`src/rtl/i2c_master_ctrl.sv`:
```
// Single-address I2C bus master: START, address+op, up to 15 data bytes, STOP.
// Each bus step is four quarters of CLK_DIV clocks; SCL/SDA are open-drain release enables.
module i2c_master_ctrl #(
    parameter int CLK_DIV = 25
) (
    input  logic       clk,
    input  logic       rst,
    input  logic       cmd_valid,
    output logic       cmd_ready,
    input  logic [6:0] cmd_addr,
    input  logic       cmd_op,
    input  logic [3:0] cmd_len,
    input  logic [7:0] wr_data,
    output logic       wr_req,
    output logic [7:0] rd_data,
    output logic       rd_valid,
    output logic       done,
    output logic       nack,
    output logic       busy,
    output logic       scl_o,
    output logic       sda_o,
    input  logic       scl_i,
    input  logic       sda_i
);

    localparam int DIV_W = (CLK_DIV > 2) ? $clog2(CLK_DIV) : 1;
    localparam logic [DIV_W-1:0] DIV_LAST = DIV_W'(CLK_DIV - 1);

    typedef enum logic [2:0] {IDLE, START, ADDR, SEND, RECEIVE, STOP} state_t;

    state_t           state_reg, state_next;
    logic [DIV_W-1:0] div_reg;
    logic [1:0]       q_reg;
    logic [3:0]       bit_reg;       // 0..7 data bits, 8 = ACK slot
    logic [3:0]       byte_cnt_reg;  // bytes still to transfer
    logic             op_reg;
    logic [7:0]       tx_reg;
    logic [7:0]       rx_reg;
    logic [7:0]       rd_data_reg;
    logic             rd_valid_reg;
    logic             ack_bit_reg;   // SDA level seen in the ACK slot, 1 = NACK
    logic             nack_reg;

    logic accept, stretch_hold, quarter_end, step_end, sample_pt, last_bit, in_data;

    assign accept       = cmd_valid && (state_reg == IDLE);
    // A slave holding SCL low freezes timing at the start of the SCL-high window.
    assign stretch_hold = (state_reg != IDLE) && (q_reg == 2'd1) && (div_reg == '0) && !scl_i;
    assign quarter_end  = (div_reg == DIV_LAST) && !stretch_hold;
    assign step_end     = quarter_end && (q_reg == 2'd3);
    assign sample_pt    = quarter_end && (q_reg == 2'd2);
    assign last_bit     = (bit_reg == 4'd8);
    assign in_data      = (state_reg == ADDR) || (state_reg == SEND) || (state_reg == RECEIVE);

    assign cmd_ready = (state_reg == IDLE);
    assign busy      = (state_reg != IDLE);
    assign wr_req    = (state_reg == SEND) && (bit_reg == 4'd0) && (q_reg == 2'd0) && (div_reg == '0);
    assign done      = (state_reg == STOP) && step_end;
    assign nack      = nack_reg;
    assign rd_data   = rd_data_reg;
    assign rd_valid  = rd_valid_reg;

    always_ff @(posedge clk or posedge rst) begin
        if (rst) begin
            state_reg <= IDLE;
        end else begin
            state_reg <= state_next;
        end
    end

    always_comb begin
        state_next = state_reg;
        scl_o      = 1'b1;
        sda_o      = 1'b1;
        case (state_reg)
            IDLE: begin
                if (cmd_valid) state_next = START;
            end
            START: begin
                sda_o = ~q_reg[1];
                scl_o = (q_reg != 2'd3);
                if (step_end) state_next = ADDR;
            end
            ADDR: begin
                scl_o = (q_reg != 2'd0);
                sda_o = last_bit ? 1'b1 : tx_reg[7];
                if (step_end && last_bit) begin
                    if (ack_bit_reg || (byte_cnt_reg == 4'd0)) state_next = STOP;
                    else if (op_reg)                           state_next = RECEIVE;
                    else                                       state_next = SEND;
                end
            end
            SEND: begin
                scl_o = (q_reg != 2'd0);
                sda_o = last_bit ? 1'b1 : tx_reg[7];
                if (step_end && last_bit && (ack_bit_reg || (byte_cnt_reg == 4'd1)))
                    state_next = STOP;
            end
            RECEIVE: begin
                scl_o = (q_reg != 2'd0);
                // Master ACKs every byte but the last, which it NACKs by releasing SDA.
                sda_o = last_bit ? (byte_cnt_reg == 4'd1) : 1'b1;
                if (step_end && last_bit && (byte_cnt_reg == 4'd1))
                    state_next = STOP;
            end
            STOP: begin
                scl_o = (q_reg != 2'd0);
                sda_o = (q_reg == 2'd3);
                if (step_end) state_next = IDLE;
            end
            default: state_next = IDLE;
        endcase
    end

    always_ff @(posedge clk or posedge rst) begin
        if (rst) begin
            div_reg      <= '0;
            q_reg        <= 2'd0;
            bit_reg      <= 4'd0;
            byte_cnt_reg <= 4'd0;
            op_reg       <= 1'b0;
            tx_reg       <= 8'h00;
            rx_reg       <= 8'h00;
            rd_data_reg  <= 8'h00;
            rd_valid_reg <= 1'b0;
            ack_bit_reg  <= 1'b0;
            nack_reg     <= 1'b0;
        end else begin
            rd_valid_reg <= 1'b0;

            if (state_reg == IDLE) begin
                div_reg <= '0;
                q_reg   <= 2'd0;
                bit_reg <= 4'd0;
            end else if (!stretch_hold) begin
                if (quarter_end) begin
                    div_reg <= '0;
                    q_reg   <= q_reg + 2'd1;
                end else begin
                    div_reg <= div_reg + DIV_W'(1);
                end
            end

            if (step_end && in_data)
                bit_reg <= last_bit ? 4'd0 : bit_reg + 4'd1;

            if (accept) begin
                tx_reg       <= {cmd_addr, cmd_op};
                byte_cnt_reg <= cmd_len;
                op_reg       <= cmd_op;
                nack_reg     <= 1'b0;
            end

            // Shifting in ones leaves SDA released between the last data bit and the next load.
            if (wr_req)
                tx_reg <= wr_data;
            else if (step_end && !last_bit && ((state_reg == ADDR) || (state_reg == SEND)))
                tx_reg <= {tx_reg[6:0], 1'b1};

            if (sample_pt && in_data) begin
                if (last_bit) begin
                    ack_bit_reg <= sda_i;
                end else if (state_reg == RECEIVE) begin
                    rx_reg <= {rx_reg[6:0], sda_i};
                    if (bit_reg == 4'd7) begin
                        rd_data_reg  <= {rx_reg[6:0], sda_i};
                        rd_valid_reg <= 1'b1;
                    end
                end
            end

            if (step_end && last_bit) begin
                if (((state_reg == ADDR) || (state_reg == SEND)) && ack_bit_reg)
                    nack_reg <= 1'b1;
                if ((state_reg == SEND) || (state_reg == RECEIVE))
                    byte_cnt_reg <= byte_cnt_reg - 4'd1;
            end
        end
    end

endmodule

```
`config.mk`:
```
export PLATFORM = sky130hd
export DESIGN_NAME = i2c_master_ctrl
export DESIGN_NICKNAME = d
export VERILOG_FILES = /design/src/rtl/i2c_master_ctrl.sv
export SDC_FILE = /design/constraint.sdc
export NUM_CORES = 1
export LEC_CHECK = 0
export BUFFER_PORTS_ARGS = -buffer_cell sky130_fd_sc_hd__buf_2
export CAP_MARGIN = 20
export CORE_MARGIN = 2
export CORE_UTILIZATION = 51
export DETAILED_ROUTE_END_ITERATION = 7
export PLACE_DENSITY_LB_ADDON = 0.08
export SYNTH_ARGS = -nofsm -noshare
export SYNTH_HDL_FRONTEND = slang
export SYNTH_SLANG_ARGS = --single-unit
```
`constraint.sdc`:
```
create_clock -name clk -period 2 [get_ports clk]
set_input_delay 0 -clock clk [delete_from_list [all_inputs] [get_ports clk]]
set_output_delay 0 -clock clk [all_outputs]
set_load 0.005 [all_outputs]
```
==> results_dict.tcl, run 1 <==
set metrics [dict create \
    outcome "finished clean" \
    crit_end "tx_reg[6]" \
    synth-warning-count 0 \
    clock_latency_ps 300 \
    grt_use_met3 0.0420 \
    worst-r2r-setup-slack_ps 30 \
    p_seq_frac 0.450 \
    grt_max_degree 27 \
    antenna_found_initial 0 \
    critPathSlowestCell "or4b_4" \
    fin_setup_tns_ps 0 \
    busiest_layer "met2" \
    skew_ps 9.04 \
    grt_pass1_wl_mm 8.69 \
    final_cell_area_um2 3150 \
    internal_power_mw 1.77 \
    end_kind "register" \
    drt_iter0_drc 121 \
    grt_util_met2 0.339 \
    p_sw_frac 0.342 \
    syn-num-nets 263 \
    clockBufferDepth 2 \
    path_max_fanout 7 \
    route.detailed.drc 0 \
    p_total_mw 2.69 \
    finalCritPeriodShare 0.985 \
    synth.area.top_cells "dfrtp_1 45%, mux2_2 7.1%, ha_1 6.9%" \
    post_drt_via_cell_ratio 5.45 \
    reg2regPathDepth 7 \
    min-delay-start "cmd_len[3]" \
    cp_slowest_stage_delay_ps 480 \
    hp-class "input port to register" \
    slew_violations 0 \
    rsz0062_at_grt "yes" \
    relSlewSlack 0.686 \
    htreeDepth 2 \
    seq_area_frac_synth 0.446 \
    path_cells "inv_2 > ha_4 > or4b_4 > nor4_4 > buf_4 > nor3_4 > a221o_1" \
    reg2reg_to "tx_reg[6]" \
    syn_to_final_growth_pct 24.7 \
    holdWs_ps 0.986 \
    placed_cells 340 \
    period_minus_slack_ps 1970 \
    place_hpwl_mm 3.91 \
    final_nets 335 \
    dp_slack_ps 31.9 \
    ys_types 58 \
    ys.flop_type "dfrtp_1" \
    leakage_nw 1.54 \
    first_pass_iters 4 \
    yosys.area.top_type "dfrtp_1" \
    cts_buffers 5 \
    synth_edf_count 0 \
    worst_r2r_startpoint "div_reg[0]" \
    grt_usage 0.205 \
    use_met1 0.272 \
    crit_start "div_reg[0]" \
    pin_count 41 \
    cts_sinks 45 \
    setup_viol 0 \
    syn_inst 224 \
    drv_cap 0 \
    arrival_ps 2150 \
    cts_root_buf "clkbuf_8" \
    worstSetupStartpointType "register" \
    ir_drop_uv 454 \
    p_per_area_nw_per_um2 854 \
    async_flop_share 1.00 \
    grt_pass1_vias 1906 \
    wirelength_mm 5.31 \
    avgRoutedWirePerCell_um 14.6 \
    synth_top_area_frac 0.446 \
    ant_nets 0 \
    p_clk_frac 0.214 \
    synth_area_um2 2520 \
    antenna_cells 0 \
    fmax_mhz 508 \
    vias 1982 \
    setup_ws_ps 30.4 \
    fp.dieW_um 74.3 \
    gr-total-overflow 0 \
    hold_viol 0 \
    syn_avg_cell_area_um2 11.3 \
    rows 25 \
    cts_tree "built" \
    final_cell_count_no_fill 364 \
    ys_ff_latch 45 \
    die-area_um2 5530 \
    clk_pin_slew_worst_paths_ps 90 \
    start_util 0.531 \
    gp_congestion 0.779 \
    power.switching_mw 0.920 \
    portBuffers 40 \
    placed_cell_area_um2 2880 \
    worst_slew_pin_slew_ps 471 \
    critical_path_required_ps 2180 \
    worstSetupPathType "register to register" \
    pwr-share-comb 0.336 \
    final_core_util 0.662 \
    core-area_um2 4750 \
    drive_above_1_share 0.354 \
    dieHeight_um 74.3 \
]
-- power by group through the flow --
stage	logic (mW)	registers, mW	clock network, mW
after floorplan	0.597	1.18	0
after global placement	0.803	1.22	0
after detailed placement	0.821	1.21	0
after CTS	0.888	1.21	0.596
after global routing	0.998	1.23	0.642
final	0.903	1.21	0.576
-- synth_stat cells, drive strengths merged (4+ instances only) --
cell type  number
a21oi           8
a221o           7
a22o            7
buf             6
dfrtp          45
ha             14
inv            16
mux2           16
mux2i           4
nand2          16
nand3          10
nor2            8
nor3            4
o21ai           6
o31ai           4
-- layout by cell type (no fill, tap or decap), drive strengths merged, types with 3 or more instances in the layout --
master,n
a21oi,8
a221o,7
a22o,7
buf,61
clkbuf,5
clkinv,3
dfrtp,45
dlygate4sd3,12
ha,14
inv,16
mux2,16
mux2i,4
nand2,16
nand3,10
nor2,8
nor3,4
nor4b,3
o211ai,3
o21ai,6
o22ai,3
o31ai,4
-- what timing repair did --
| item | CTS | global route |
|---|---|---|
| hold buffers | 12 | 0 |
| endpoints found under the setup margin | 1 | 10 |
| pin swaps | 1 | 1 |
| gates resized for setup | 5 | 3 |
| endpoints found under the hold margin | 58 | 0 |
| setup buffers | 3 | 1 |
-- layer usage --
layer / up-vias / wire length, µm / part of all wire
li1: 982 / - / -
met1: 963 / 2440 / 0.46
met2: 30 / 2660 / 0.50
met3: 7 / 151 / 0.028
met4: 0 / 61 / 0.011
met5: - / 0 / 0
-- cells by family after synthesis --
| kind of cell | Yosys count | share of synthesized area |
|---|---|---|
| mux | 20 | 0.0873 |
| compound gates | 50 | 0.152 |
| flops | 45 | 0.446 |
| xor+xnor | 3 | 0.0104 |
| simple gates | 67 | 0.182 |
| buf+inv | 25 | 0.0521 |
| fa+ha+maj | 14 | 0.0694 |
-- worst min path at each step --
stage | endpoint | slack (ps) | cells past startpoint
floorplan | tx_reg[0] | 120 | 2
global placement | rd_data[0] | 40 | 3
detailed placement | rd_data[6] | 40 | 3
CTS | byte_cnt_reg[3] | 3 | 3
global route | byte_cnt_reg[2] | 0.9 | 3
finish | byte_cnt_reg[3] | 1 | 3
-- layout make-up --
cell class | instances | area [µm²]
multi-input cells | 154 | 1280
flip-flops and latches | 45 | 1130
clock inverters | 3 | 25.0
inverters | 17 | 76.3
well taps | 67 | 83.8
fillers | 396 | 1610
clock buffers | 5 | 68.8
repair buffers | 73 | 488
-- worst max-delay path: cells and delay by family, from the launching register on --
kind / cells / cell delay, ps
AOI/OAI and AO/OA: 1 / 300
adders and majority gates: 1 / 130
buffers and inverters: 2 / 270
DFF: 1 / 400
and+or+nand+nor: 3 / 750
Power figures use the tool's default switching activity.
==> inputs of run 2 (changes only) <==
Settings changed: CTS_BUF_LIST from default to sky130_fd_sc_hd__clkbuf_16, HOLD_SLACK_MARGIN from default to 0.1.
==> results_dict.tcl, run 2 (synthesized netlist as in run 1, its figures left out) <==
set metrics [dict create \
    dieHeight_um 74.3 \
    worst_slew_pin_slew_ps 472 \
    dp_slack_ps 31.9 \
    path_cells "inv_2 > ha_4 > or4b_4 > nor4_4 > buf_4 > nor3_4 > a221o_1" \
    reg2regPathDepth 7 \
    drt_iter0_drc 171 \
    relSlewSlack 0.685 \
    fmax_mhz 519 \
    worstSetupStartpointType "register" \
    post_drt_via_cell_ratio 5.38 \
    period_minus_slack_ps 1930 \
    clock_latency_ps 290 \
    fin_setup_tns_ps 0 \
    skew_ps 4.83 \
    grt_pass1_wl_mm 9.26 \
    grt_max_degree 27 \
    cts_sinks 45 \
    cts_tree "built" \
    grt_usage 0.222 \
    rsz0062_at_grt "no" \
    worst_r2r_startpoint "div_reg[0]" \
    final.fill_count 370 \
    fp.dieW_um 74.3 \
    arrival_ps 2090 \
    setup_ws_ps 72.8 \
    p_per_area_nw_per_um2 890 \
    ir_drop_uv 454 \
    drive_above_1_share 0.331 \
    route.detailed.drc 0 \
    place_hpwl_mm 3.91 \
    outcome "finished clean" \
    cts_root_buf "clkbuf_16" \
    leakage_nw 1.62 \
    gr-total-overflow 0 \
    final_common_cell "dfrtp_1" \
    ant_nets 0 \
    end_kind "register" \
    drv_cap 0 \
    holdWs_ps 295 \
    setup_viol 0 \
    syn_to_final_growth_pct 31.2 \
    core-area_um2 4750 \
    clk_pin_slew_worst_paths_ps 70 \
    first_pass_iters 4 \
    final_nets 346 \
    start_util 0.531 \
    hp-class "input port to async pin" \
    reg2reg_to "tx_reg[6]" \
    worstSetupPathType "register to register" \
    antenna_found_initial 0 \
    cts_buffers 5 \
    vias 2018 \
    gp_congestion 0.779 \
    finalCritPeriodShare 0.964 \
    path_max_fanout 7 \
    die-area_um2 5530 \
    cp_slowest_stage_delay_ps 480 \
    p_total_mw 2.95 \
    rows 25 \
    critical-path-top-delay-family "simple AND/OR/NAND/NOR gates" \
    clockBufferDepth 2 \
    wirelength_mm 5.71 \
    worst-path-buf-inv 2 \
    htreeDepth 2 \
    pin_count 41 \
    grt_pass1_vias 2018 \
    hold_viol 0 \
    worst-r2r-setup-slack_ps 70 \
    final_cell_mix "45 x dfrtp_1, 39 x buf_2, 24 x dlygate4sd3_1" \
    avgRoutedWirePerCell_um 15.2 \
    slew_violations 0 \
    critical_path_required_ps 2160 \
    portBuffers 40 \
    critPathSlowestCell "or4b_4" \
    antenna_cells 0 \
]
run 2: cell types whose count changed in the layout (fill, tap and decap cells not counted):
cell / before / now
dlygate4sd3_1: 12 / 24
clkbuf_16: 0 / 5
clkbuf_8: 5 / 0
buf_6: 2 / 1
dfrtp_1: 44 / 45
dfrtp_2: 1 / 0
inv_1: 13 / 14
inv_2: 2 / 1
run 2: worst max-delay path by stage:
| stage | from | endpoint | slack [ps] | cells past startpoint |
|---|---|---|---|---|
| 2_1_floorplan | div_reg[0] | tx_reg[7] | 140 | 6 |
| 3_3_place_gp | div_reg[0] | tx_reg[4] | 80 | 6 |
| 3_5_place_dp | div_reg[0] | tx_reg[6] | 30 | 6 |
| 4_1_cts | div_reg[0] | tx_reg[6] | -10 | 7 |
| 5_1_grt | div_reg[1] | tx_reg[3] | 5 | 7 |
| 6_report | div_reg[0] | tx_reg[6] | 70 | 7 |
run 2: where the power goes:
part,switching (mW),internal (mW)
clock network,0.354,0.469
registers,0.139,1.08
logic,0.466,0.445
run 2: worst min-delay path, stage by stage:
cell           delay (ps)
dlygate4sd3_1         540
buf_2                 120
clkinv_1               50
buf_4                 240
run 2: timing repair:
action                                 CTS  global route
endpoints found under the hold margin   63             0
pin swaps                                1             1
setup buffers                            3             0
resized for setup                        4             1
setup endpoints to repair                1             9
hold buffers                            24             0
run 2: area by class of cell:
type                       instances  area (µm²)  area share
tap                               67        83.8      0.0253
clock inverter                     3        25.0     0.00756
timing repair buffer              84         597       0.180
sequential                        45        1130       0.340
inverter                          17        76.3      0.0230
clock buffer                       5         125      0.0378
multi-input combinational        154        1280       0.386
run 2: stage by stage:
step | cell area, µm² | util | std cells
4_1_cts | 3310 | 0.697 | 375
2_1_floorplan | 2520 | - | 224
3_5_place_dp | 2880 | 0.606 | 340
5_1_grt | 3310 | 0.697 | 375
3_3_place_gp | 2880 | 0.606 | 340
6_report | 3310 | 0.697 | 375
run 2: metal layers:
metal,vias up,track usage,routed length [µm]
met5,-,0,0
met4,0,0.0675,50
met3,6,0.0583,168
met2,37,0.368,2950
met1,976,0.288,2550
li1,999,-,-
==> inputs of run 3 (changes only) <==
Settings changed: SETUP_SLACK_MARGIN from default to 0.4.
==> results_dict.tcl, run 3 (synthesized netlist as in run 1, its figures left out) <==
set metrics [dict create \
    antenna_found_initial 0 \
    fin_setup_tns_ps 0 \
    fmax_mhz 518 \
    worst-path-buf-inv 2 \
    grt_pass1_vias 2215 \
    critical-path-top-delay-family "flip-flops" \
    final_cell_mix "44 x dfrtp_1, 40 x buf_2, 32 x buf_4" \
    worst_slew_pin_slew_ps 722 \
    use_met1 0.296 \
    antenna_cells 0 \
    setup_ws_ps 69.0 \
    p_total_mw 3.12 \
    setup_viol 0 \
    skew_ps 5.36 \
    path_cells "inv_2 > ha_2 > and4_1 > buf_4 > nor3_4 > a221o_1" \
    route.detailed.drc 0 \
    placed_cells 335 \
    clk_pin_slew_worst_paths_ps 60 \
    gp_congestion 0.834 \
    final_cell_area_um2 3720 \
    htreeDepth 2 \
    leakage_nw 1.80 \
    final_common_cell "dfrtp_1" \
    worstSetupPathType "register to register" \
    core-area_um2 4750 \
    dieHeight_um 74.3 \
    rsz0062_at_grt "yes" \
    slew_violations 0 \
    finalCritPeriodShare 0.966 \
    dp_slack_ps 79.8 \
    cts_sinks 45 \
    drt_iter0_drc 101 \
    relSlewSlack 0.518 \
    drv_cap 0 \
    period_minus_slack_ps 1930 \
    rows 25 \
    placed_cell_area_um2 2870 \
    critPathSlowestCell "dfrtp_1" \
    busiest_layer "met2" \
    grt_max_degree 35 \
    outcome "finished clean" \
    vias 2244 \
    end_kind "register" \
    grt_use_met3 0.0461 \
    avgRoutedWirePerCell_um 16.4 \
    syn_to_final_growth_pct 47.5 \
    final.fill_count 307 \
    grt_util_met2 0.415 \
    cp_slowest_stage_delay_ps 440 \
    hp-class "input port to async pin" \
    pin_count 41 \
    gr-total-overflow 0 \
    grt_usage 0.238 \
    place_hpwl_mm 3.80 \
    clockBufferDepth 2 \
    arrival_ps 2100 \
    post_drt_via_cell_ratio 5.62 \
    die-area_um2 5530 \
    grt_pass1_wl_mm 10.1 \
    fp.dieW_um 74.3 \
    cts_buffers 5 \
    portBuffers 40 \
    drive_above_1_share 0.470 \
    clock_latency_ps 290 \
    final_cell_count_no_fill 399 \
    worstSetupStartpointType "register" \
    hold_viol 0 \
    path_max_fanout 9 \
    cts_tree "built" \
    critical_path_required_ps 2170 \
    ir_drop_uv 676 \
    first_pass_iters 4 \
    wirelength_mm 6.55 \
    start_util 0.531 \
    final_nets 370 \
    ant_nets 0 \
    p_per_area_nw_per_um2 838 \
    cts_root_buf "clkbuf_16" \
]
## run 3: cell count changes in the layout (fill, tap and decap cells not counted), moves of 3 or more
| cell | before | now |
|---|---|---|
| inv_2 | 1 | 5 |
| nand2_1 | 16 | 13 |
| inv_1 | 14 | 10 |
| buf_4 | 20 | 32 |
| o21ai_0 | 5 | 2 |
| o21ai_1 | 1 | 4 |
| nand4_4 | 0 | 3 |
| o31ai_1 | 4 | 1 |
| ha_1 | 13 | 8 |
| buf_6 | 1 | 8 |
| ha_2 | 0 | 3 |
## run 3: cell type report
| class | instances | area, µm² | area share |
|---|---|---|---|
| tap | 67 | 83.8 | 0.0225 |
| multi-input combinational | 155 | 1470 | 0.396 |
| timing repair buffer | 107 | 810 | 0.217 |
| clock inverter | 3 | 21.3 | 0.00571 |
| clock buffer | 5 | 125 | 0.0336 |
| inverter | 17 | 81.3 | 0.0218 |
| sequential | 45 | 1130 | 0.303 |
## run 3: per-stage QoR
stage | utilization | hold WS, ps
floorplan | - | 127
global placement | 0.603 | 172
detailed placement | 0.603 | 163
CTS | 0.738 | 404
global route | 0.783 | 467
finish | 0.783 | 389
## run 3: timing repair
action / in CTS / in global routing
hold endpoints to repair: 51 / 0
resized for setup: 26 / 26
setup endpoints to repair: 44 / 43
gates cloned: 2 / 0
hold buffers: 24 / 0
pin swaps: 16 / 14
setup buffers: 17 / 13
## run 3: worst paths after layout
| path | startpoint | end | slack, ps | depth (start not counted) |
|---|---|---|---|---|
| setup / recovery | state_reg[2] | tx_reg[2] | 70 | 6 |
| hold / removal | rst | tx_reg[5] | 390 | 3 |
| setup reg to reg | state_reg[2] | tx_reg[2] | 70 | 6 |
| hold reg to reg | rd_data[4] | rd_data[4] | 500 | 1 |
| max in group asynchronous | rst | rd_valid | 960 | 4 |
| min in group clk | wr_data[0] | tx_reg[0] | 490 | 4 |
## run 3: worst min-delay path, stage by stage
cell and delay [ps]:
dlygate4sd3_1 530, buf_2 120, inv_2 520
## run 3: metal layers
layer,share of wire,vias up
met5,0,-
met4,0.022,0
met3,0.051,14
met2,0.51,77
met1,0.42,1097
li1,-,1056
## run 3: power by group
group,total (mW),switching [mW],leakage (nW),internal [mW]
registers,1.23,0.150,0.590,1.08
clock network,0.830,0.365,0.0702,0.465
logic,1.06,0.511,1.14,0.553
total,3.12,1.03,1.80,2.09
